File: config.mk
export PLATFORM = sky130hd
export DESIGN_NAME = i2s_master_tx_flat
export DESIGN_NICKNAME = d
export VERILOG_FILES = /design/src/rtl/i2s_pkg.sv /design/src/rtl/i2s_master_tx_if.sv /design/src/rtl/i2s_clkgen.sv /design/src/rtl/i2s_master_tx.sv /design/src/flat_wrapper.sv
export SDC_FILE = /design/constraint.sdc
export NUM_CORES = 1
export LEC_CHECK = 0
export ABC_AREA = 1
export CAP_MARGIN = 10
export CORE_MARGIN = 2
export CORE_UTILIZATION = 56
export CTS_BUF_LIST = sky130_fd_sc_hd__clkbuf_4 sky130_fd_sc_hd__clkbuf_8 sky130_fd_sc_hd__clkbuf_16
export CTS_CLUSTER_DIAMETER = 150
export DETAILED_ROUTE_END_ITERATION = 10
export PLACE_DENSITY = 0.79
export REMOVE_ABC_BUFFERS = 1
export SLEW_MARGIN = 20
export SYNTH_ARGS = -nofsm -noshare
export SYNTH_HDL_FRONTEND = slang
export SYNTH_SLANG_ARGS = --single-unit
File: constraint.sdc
create_clock -name clk -period 1.8 [get_ports clk]
set_input_delay 0.45 -clock clk [delete_from_list [all_inputs] [get_ports clk]]
set_output_delay 0.45 -clock clk [all_outputs]
set_load 0.01 [all_outputs]
File: src/rtl/i2s_pkg.sv
// rtl/i2s_pkg.sv - shared I2S constants, stereo sample type and counter width helper
//
// Purpose : common definitions for the I2S RX and TX blocks.
// Contents: SLOT_W_DEFAULT   default bits per channel slot
//           i2s_stereo_t     packed {l, r} stereo sample
//           cnt_width()      counter width for a modulus, never below 1 bit
package i2s_pkg;

  localparam int SLOT_W_DEFAULT = 32;

  typedef struct packed {
    logic [SLOT_W_DEFAULT-1:0] l;
    logic [SLOT_W_DEFAULT-1:0] r;
  } i2s_stereo_t;

  // $clog2(1) is 0, which would give zero-width counters for SCLK_DIV=1.
  function automatic int cnt_width(input int n);
    return (n > 1) ? $clog2(n) : 1;
  endfunction

endpackage

File: src/rtl/i2s_master_tx_if.sv
// rtl/i2s_master_tx_if.sv - stereo sample intake bus between mixer and I2S transmitter
//
// Purpose : valid/ready handshake carrying one stereo sample per transfer.
// Signals : s_valid   sample offered by the mixer
//           s_ready   transmitter holding register empty
//           s_data_l  left channel sample
//           s_data_r  right channel sample
// Modports: master = mixer side (drives valid/data), slave = transmitter side (drives ready)
interface i2s_master_tx_if
  import i2s_pkg::*;
#(
  parameter int SLOT_W = SLOT_W_DEFAULT
);

  logic              s_valid;
  logic              s_ready;
  logic [SLOT_W-1:0] s_data_l;
  logic [SLOT_W-1:0] s_data_r;

  modport master (
    output s_valid,
    output s_data_l,
    output s_data_r,
    input  s_ready
  );

  modport slave (
    input  s_valid,
    input  s_data_l,
    input  s_data_r,
    output s_ready
  );

endinterface

File: src/rtl/i2s_clkgen.sv
// rtl/i2s_clkgen.sv - SCLK/LRCLK generator and bit position counter for the I2S master
//
// Purpose : divides clk down to SCLK, tracks the bit position within the stereo frame
//           and drives LRCLK from it.
// Ports   : clk          system clock
//           reset_n      asynchronous active-low reset
//           sclk         registered bit clock, starts low
//           lrclk        registered word select (0 left, 1 right), starts high
//           fall_evt     one-clk strobe in the cycle whose edge drops sclk
//           frame_start  fall_evt that wraps the bit counter to 0 (left slot begins)
module i2s_clkgen
  import i2s_pkg::*;
#(
  parameter int SCLK_DIV = 4,
  parameter int SLOT_W   = SLOT_W_DEFAULT
) (
  input  logic clk,
  input  logic reset_n,
  output logic sclk,
  output logic lrclk,
  output logic fall_evt,
  output logic frame_start
);

  localparam int DIV_W = cnt_width(SCLK_DIV);
  localparam int BIT_W = cnt_width(2 * SLOT_W);

  localparam logic [DIV_W-1:0] DIV_LAST    = DIV_W'(SCLK_DIV - 1);
  localparam logic [BIT_W-1:0] BIT_LAST    = BIT_W'(2 * SLOT_W - 1);
  localparam logic [BIT_W-1:0] RIGHT_FIRST = BIT_W'(SLOT_W);

  logic [DIV_W-1:0] div_cnt;
  logic [BIT_W-1:0] bit_cnt;
  logic [BIT_W-1:0] bit_cnt_nxt;
  logic             div_wrap;
  logic             rise_evt;

  assign div_wrap    = (div_cnt == DIV_LAST);
  assign rise_evt    = div_wrap && !sclk;
  assign fall_evt    = div_wrap && sclk;
  assign bit_cnt_nxt = (bit_cnt == BIT_LAST) ? '0 : bit_cnt + 1'b1;
  // bit_cnt resets to the last position so the first fall after reset opens a left slot.
  assign frame_start = fall_evt && (bit_cnt == BIT_LAST);

  always_ff @(posedge clk or negedge reset_n) begin
    if (!reset_n) begin
      div_cnt <= '0;
      sclk    <= 1'b0;
      lrclk   <= 1'b1;
      bit_cnt <= BIT_LAST;
    end else begin
      div_cnt <= div_wrap ? '0 : div_cnt + 1'b1;
      if (rise_evt) begin
        sclk <= 1'b1;
      end else if (fall_evt) begin
        sclk <= 1'b0;
      end
      // LRCLK moves with the falling edge so it is settled a full half period
      // before the receiver samples on the next rising edge.
      if (fall_evt) begin
        bit_cnt <= bit_cnt_nxt;
        lrclk   <= (bit_cnt_nxt >= RIGHT_FIRST);
      end
    end
  end

endmodule

File: src/rtl/i2s_master_tx.sv
// rtl/i2s_master_tx.sv - I2S bus master transmitter with one-entry sample holding register
//
// Purpose : generates SCLK/LRCLK and serializes stereo samples MSB first onto SDATA.
//           A frame that starts with no sample held is sent as silence and flagged.
// Config  : I2S_TX_LEFT_JUSTIFIED_EN undefined -> standard I2S, SDATA one SCLK behind LRCLK
//           I2S_TX_LEFT_JUSTIFIED_EN defined   -> left-justified, MSB coincident with LRCLK edge
// Ports   : clk       system clock
//           reset_n   asynchronous active-low reset
//           s_if      sample intake bus (slave modport): s_valid, s_ready, s_data_l, s_data_r
//           sclk      bit clock
//           lrclk     word select, 0 = left slot, 1 = right slot
//           sdata     serial data, changes only on SCLK falling edges
//           underrun  one-clk pulse: frame started with the holding register empty
module i2s_master_tx
  import i2s_pkg::*;
#(
  parameter int SCLK_DIV = 4,
  parameter int SLOT_W   = SLOT_W_DEFAULT
) (
  input  logic           clk,
  input  logic           reset_n,
  i2s_master_tx_if.slave s_if,
  output logic           sclk,
  output logic           lrclk,
  output logic           sdata,
  output logic           underrun
);

  localparam int FRAME_W = 2 * SLOT_W;

  logic               fall_evt;
  logic               frame_start;
  logic               hold_full;
  logic [FRAME_W-1:0] hold;
  logic [FRAME_W-1:0] load_word;
  logic [FRAME_W-1:0] shift;
  logic               accept;

  i2s_clkgen #(
    .SCLK_DIV (SCLK_DIV),
    .SLOT_W   (SLOT_W)
  ) u_clkgen (
    .clk         (clk),
    .reset_n     (reset_n),
    .sclk        (sclk),
    .lrclk       (lrclk),
    .fall_evt    (fall_evt),
    .frame_start (frame_start)
  );

  assign s_if.s_ready = !hold_full;
  assign accept       = s_if.s_valid && !hold_full;
  // An empty holding register at frame start sends silence rather than stale data.
  assign load_word    = hold_full ? hold : '0;
  // A sample accepted in the frame-load cycle itself is too late for this frame.
  assign underrun     = frame_start && !hold_full;

  // Holding register: accept and frame-load-with-full can never coincide,
  // because accept requires the register to be empty.
  always_ff @(posedge clk or negedge reset_n) begin
    if (!reset_n) begin
      hold_full <= 1'b0;
      hold      <= '0;
    end else if (accept) begin
      hold_full <= 1'b1;
      hold      <= {s_if.s_data_l, s_if.s_data_r};
    end else if (frame_start) begin
      hold_full <= 1'b0;
    end
  end

  // Shift register: MSB is the bit for the current slot position.
  always_ff @(posedge clk or negedge reset_n) begin
    if (!reset_n) begin
      shift <= '0;
    end else if (frame_start) begin
      shift <= load_word;
    end else if (fall_evt) begin
      shift <= {shift[FRAME_W-2:0], 1'b0};
    end
  end

`ifdef I2S_TX_LEFT_JUSTIFIED_EN
  // Shift MSB is itself a register updated on SCLK falls, so it drives SDATA directly.
  assign sdata = shift[FRAME_W-1];
`else
  // One-bit delay: SDATA carries the bit the shift register presented during the
  // previous SCLK period, so the right-channel LSB lands in bit 0 of the next frame.
  always_ff @(posedge clk or negedge reset_n) begin
    if (!reset_n) begin
      sdata <= 1'b0;
    end else if (fall_evt) begin
      sdata <= shift[FRAME_W-1];
    end
  end
`endif

endmodule
File: src/flat_wrapper.sv
// flat-port wrapper written by rule: the top's interface ports become plain ports
module i2s_master_tx_flat import i2s_pkg::*;
#(
  parameter int SCLK_DIV = 4,
  parameter int SLOT_W   = SLOT_W_DEFAULT
)
  (clk, reset_n, sclk, lrclk, sdata, underrun, s_if_s_valid, s_if_s_data_l, s_if_s_data_r, s_if_s_ready);
  i2s_master_tx_if #(.SLOT_W(SLOT_W)) s_if_i ();
  input  logic clk;
  input  logic reset_n;
  output logic sclk;
  output logic lrclk;
  output logic sdata;
  output logic underrun;
  input wire logic [$bits(s_if_i.s_valid)-1:0] s_if_s_valid;
  input wire logic [$bits(s_if_i.s_data_l)-1:0] s_if_s_data_l;
  input wire logic [$bits(s_if_i.s_data_r)-1:0] s_if_s_data_r;
  output wire logic [$bits(s_if_i.s_ready)-1:0] s_if_s_ready;
  assign s_if_i.s_valid = s_if_s_valid;
  assign s_if_i.s_data_l = s_if_s_data_l;
  assign s_if_i.s_data_r = s_if_s_data_r;
  assign s_if_s_ready = s_if_i.s_ready;
  i2s_master_tx #(.SCLK_DIV(SCLK_DIV), .SLOT_W(SLOT_W)) u_core (.clk(clk), .reset_n(reset_n), .s_if(s_if_i), .sclk(sclk), .lrclk(lrclk), .sdata(sdata), .underrun(underrun));
endmodule
==> impl_results.md <==
* Status: finished with violations
* Violated checks: negative setup slack
* Number of enable flip-flop cells after synthesis at 0
* # setup viols final at 66
* CTS tree: built
* Largest net degree at the start of global routing at 72
* Period utilisation layout at 1.20
* Diode count at 0
* Cell area after layout at 7820 sq um
* Ys Warns at 0
* Async S/R FF share, synth at 1.00
* Multi-input gate area at 2500 sq um
* Count leader, synth: nand2_1
* Seq. cell area at 3510 sq um
* Die Area at around 12000 sq um
* Worst Skew at about 4.7 ps
* Worst-skew pair later-pin latency at 530 ps
* Layout area overhead at 24.8%
* RSZ-0062 raised after global routing: true
* Crit Path Category: register to output pin
* Area leader, netlist: dfrtp_1
* Pleak at 3.77 nW
* Post-synth top area share at 0.531
* Final-report hold violation count at 0
* DP HPWL at 7670 microns
* Worst setup slack after layout at -353 ps
* Worst EP required at 1350 ps
* Crit path DAT at roughly 1700 ps
* DR vias/cell at roughly 5.4
* Core region area at 10900 sq um
* Max IR drop VDD at 0.698 mV
* Post-Place Setup Slack at -318 ps
* Starting Density at 0.575
* CTS Buffer Depth at 2
* Synth top cells by count: 213 x nand2_1, 133 x dfrtp_1, 66 x nand3_1
* Fmax at 465 MHz
* First-pass GRT wire length at around 22000 microns
* Max Slew Vio Count at 0
* Rel. slew slack at 0.533
* H-tree lvl count at 4
* Antenna violation net count after detailed routing at 0
* Share of post-route cells with drive strength above 1 at 0.177
* Site row count at 38
* Initial antenna violation count at 0
* Placed instance area at 7120 sq um
* Fillers at between 800 and 900
* Synth cell types at 22
* Io pins at 72
* IO Port Bufs at 71
* Crit. End Element: output pin
* Mean Syn Cell Area at 10.3 sq um
* Vias in the first global route at 4739
* Predominant post-synthesis flop cell: dfrtp_1
* Actual slew at the worst max-slew pin at 700 ps
* Mapped cell area at 6260 sq um
* Total GRT Usage at 0.233
* Via count at 4558
* Starting DRT DRC Count at 270
* Hold Worst Slack at 354 ps
* Die Wd at 110 microns
* Layout Nets at 756
* Die H at approximately 110 microns
* Clock Root Buffer: clkbuf_8
* Setup TNS at -16520 ps
* Reg clk slew, reported paths at 60 ps
* Pre-antenna DRT Iters at 4
* Sequential-to-total area share from yosys stat at 0.561
* # clock sinks at 140
* Gp weighted congestion at approximately 0.75
* Syn Inst Count at 610
* Max cap viols at 0
* Hold crit path type: input port to asynchronous set/reset pin
* Synth top area cells: dfrtp_1 53%, nand2_1 13%, mux2_2 8.1%
* Fin crit period at 2150 ps
* Num CTS Buffers at 17
* DRC errors left at 0
* GR Overflow Total at 0
* Pwr dens at 910 nW/um^2
* Avg WL per Cell at 14.9 microns
* Drt total wl at 12500 microns
* #FFs+latches synth at 140
* Crit Path Max Fanout at 2
* Critical Path Source Type: register
==> state kept, by name, summed over array words and instances, names as in the netlist <==
signal                   flops
u_core.u_clkgen.lrclk        1
u_core.u_clkgen.sclk         1
u_core.hold                 64
u_core.hold_full             1
u_core.shift                64
u_core.u_clkgen.bit_cnt      6
u_core.u_clkgen.div_cnt      2
u_core.sdata                 1
==> timing repair <==
| action | 4_1_cts | 5_1_grt |
|---|---|---|
| setup buffers | 1 | 2 |
| endpoints found under the hold margin | 18 | 0 |
| pin swaps | 5 | 4 |
| setup endpoints to repair | 71 | 72 |
| hold buffers | 1 | 0 |
| resized for setup | 15 | 5 |
==> report_power, final <==
part,switching [mW],total (mW),internal (mW)
sequential,0,3.15,3.15
combinational,0.0805,0.217,0.136
clock,1.28,3.75,2.47
total,1.36,7.11,5.76
==> cell usage in the layout, fill, tap and decap left out, types with 2 or more instances in the layout <==
master and n:
nor2_1 5, nand2_2 2, buf_6 3, clkinv_2 5
buf_4 19, dfstp_2 7, buf_2 2, nand2_1 211
clkdlybuf4s15_1 2, nand3b_1 63, clkbuf_16 16, dfrtp_1 132
nor2_4 2, a21oi_1 3, bufinv_16 5, nand3_1 66
clkbuf_8 3, ha_1 2, mux2_2 45, mux2_1 19
buf_12 5, inv_2 2, clkdlybuf4s50_1 65
==> logic make-up after synthesis <==
logic type,after synthesis,synth area share
fa+ha+maj,3,0.00599
mux,64,0.115
buf+inv,44,0.0455
flops,140,0.561
xor+xnor,2,0.00280
simple gates,352,0.266
compound gates,5,0.00439
==> metal layers <==
metal / GRT usage / wire [microns] / up-vias / part of all wire
li1: - / - / 2167 / -
met1: 0.284 / 5290 / 2267 / 0.42
met3: 0.0516 / 494 / 27 / 0.039
met5: 0 / 0 / - / 0
met2: 0.394 / 6460 / 97 / 0.52
met4: 0.107 / 286 / 0 / 0.023
==> stage by stage <==
step | power (mW) | utilization | instances
after global routing | 7.34 | 0.718 | 839
after detailed placement | 3.43 | 0.654 | 803
after CTS | 7.17 | 0.716 | 837
final | 7.11 | 0.718 | 839
after floorplan | 3.21 | - | 569
after global placement | 3.42 | 0.654 | 803
==> path summary, 6_finish.rpt <==
kind / startpoint / endpoint / slack [ps] / depth (start not counted)
min reg2reg: u_core.shift[23]$_DFFE_PN0P_ / u_core.shift[24]$_DFFE_PN0P_ / 480 / 2
min: reset_n / u_core.hold[17]$_DFFE_PN0P_ / 350 / 2
min in group clk: u_core.shift[23]$_DFFE_PN0P_ / u_core.shift[24]$_DFFE_PN0P_ / 480 / 2
max reg2reg: u_core.u_clkgen.bit_cnt[0]$_DFFE_PN1P_ / u_core.shift[33]$_DFFE_PN0P_ / -290 / 8
max: u_core.u_clkgen.bit_cnt[0]$_DFFE_PN1P_ / underrun / -350 / 6
max in group asynchronous: reset_n / u_core.hold[59]$_DFFE_PN0P_ / 850 / 3
==> worst max-delay path, stage by stage (launching register included) <==
cell,delay [ps]
dfstp_2,560
ha_4,160
nand3_4,70
nor2_4,100
nand2_2,60
nor2_2,80
buf_2,130
==> layout make-up <==
| class | count | area share |
|---|---|---|
| Sequential cell | 140 | 0.449 |
| Multi-Input combinational cell | 426 | 0.320 |
| Timing Repair Buffer | 98 | 0.125 |
| Clock buffer | 20 | 0.0575 |
| Clock inverter | 12 | 0.0245 |
| Tap cell | 140 | 0.0224 |
| Inverter | 3 | 0.00144 |
Power figures use the tool's default switching activity.
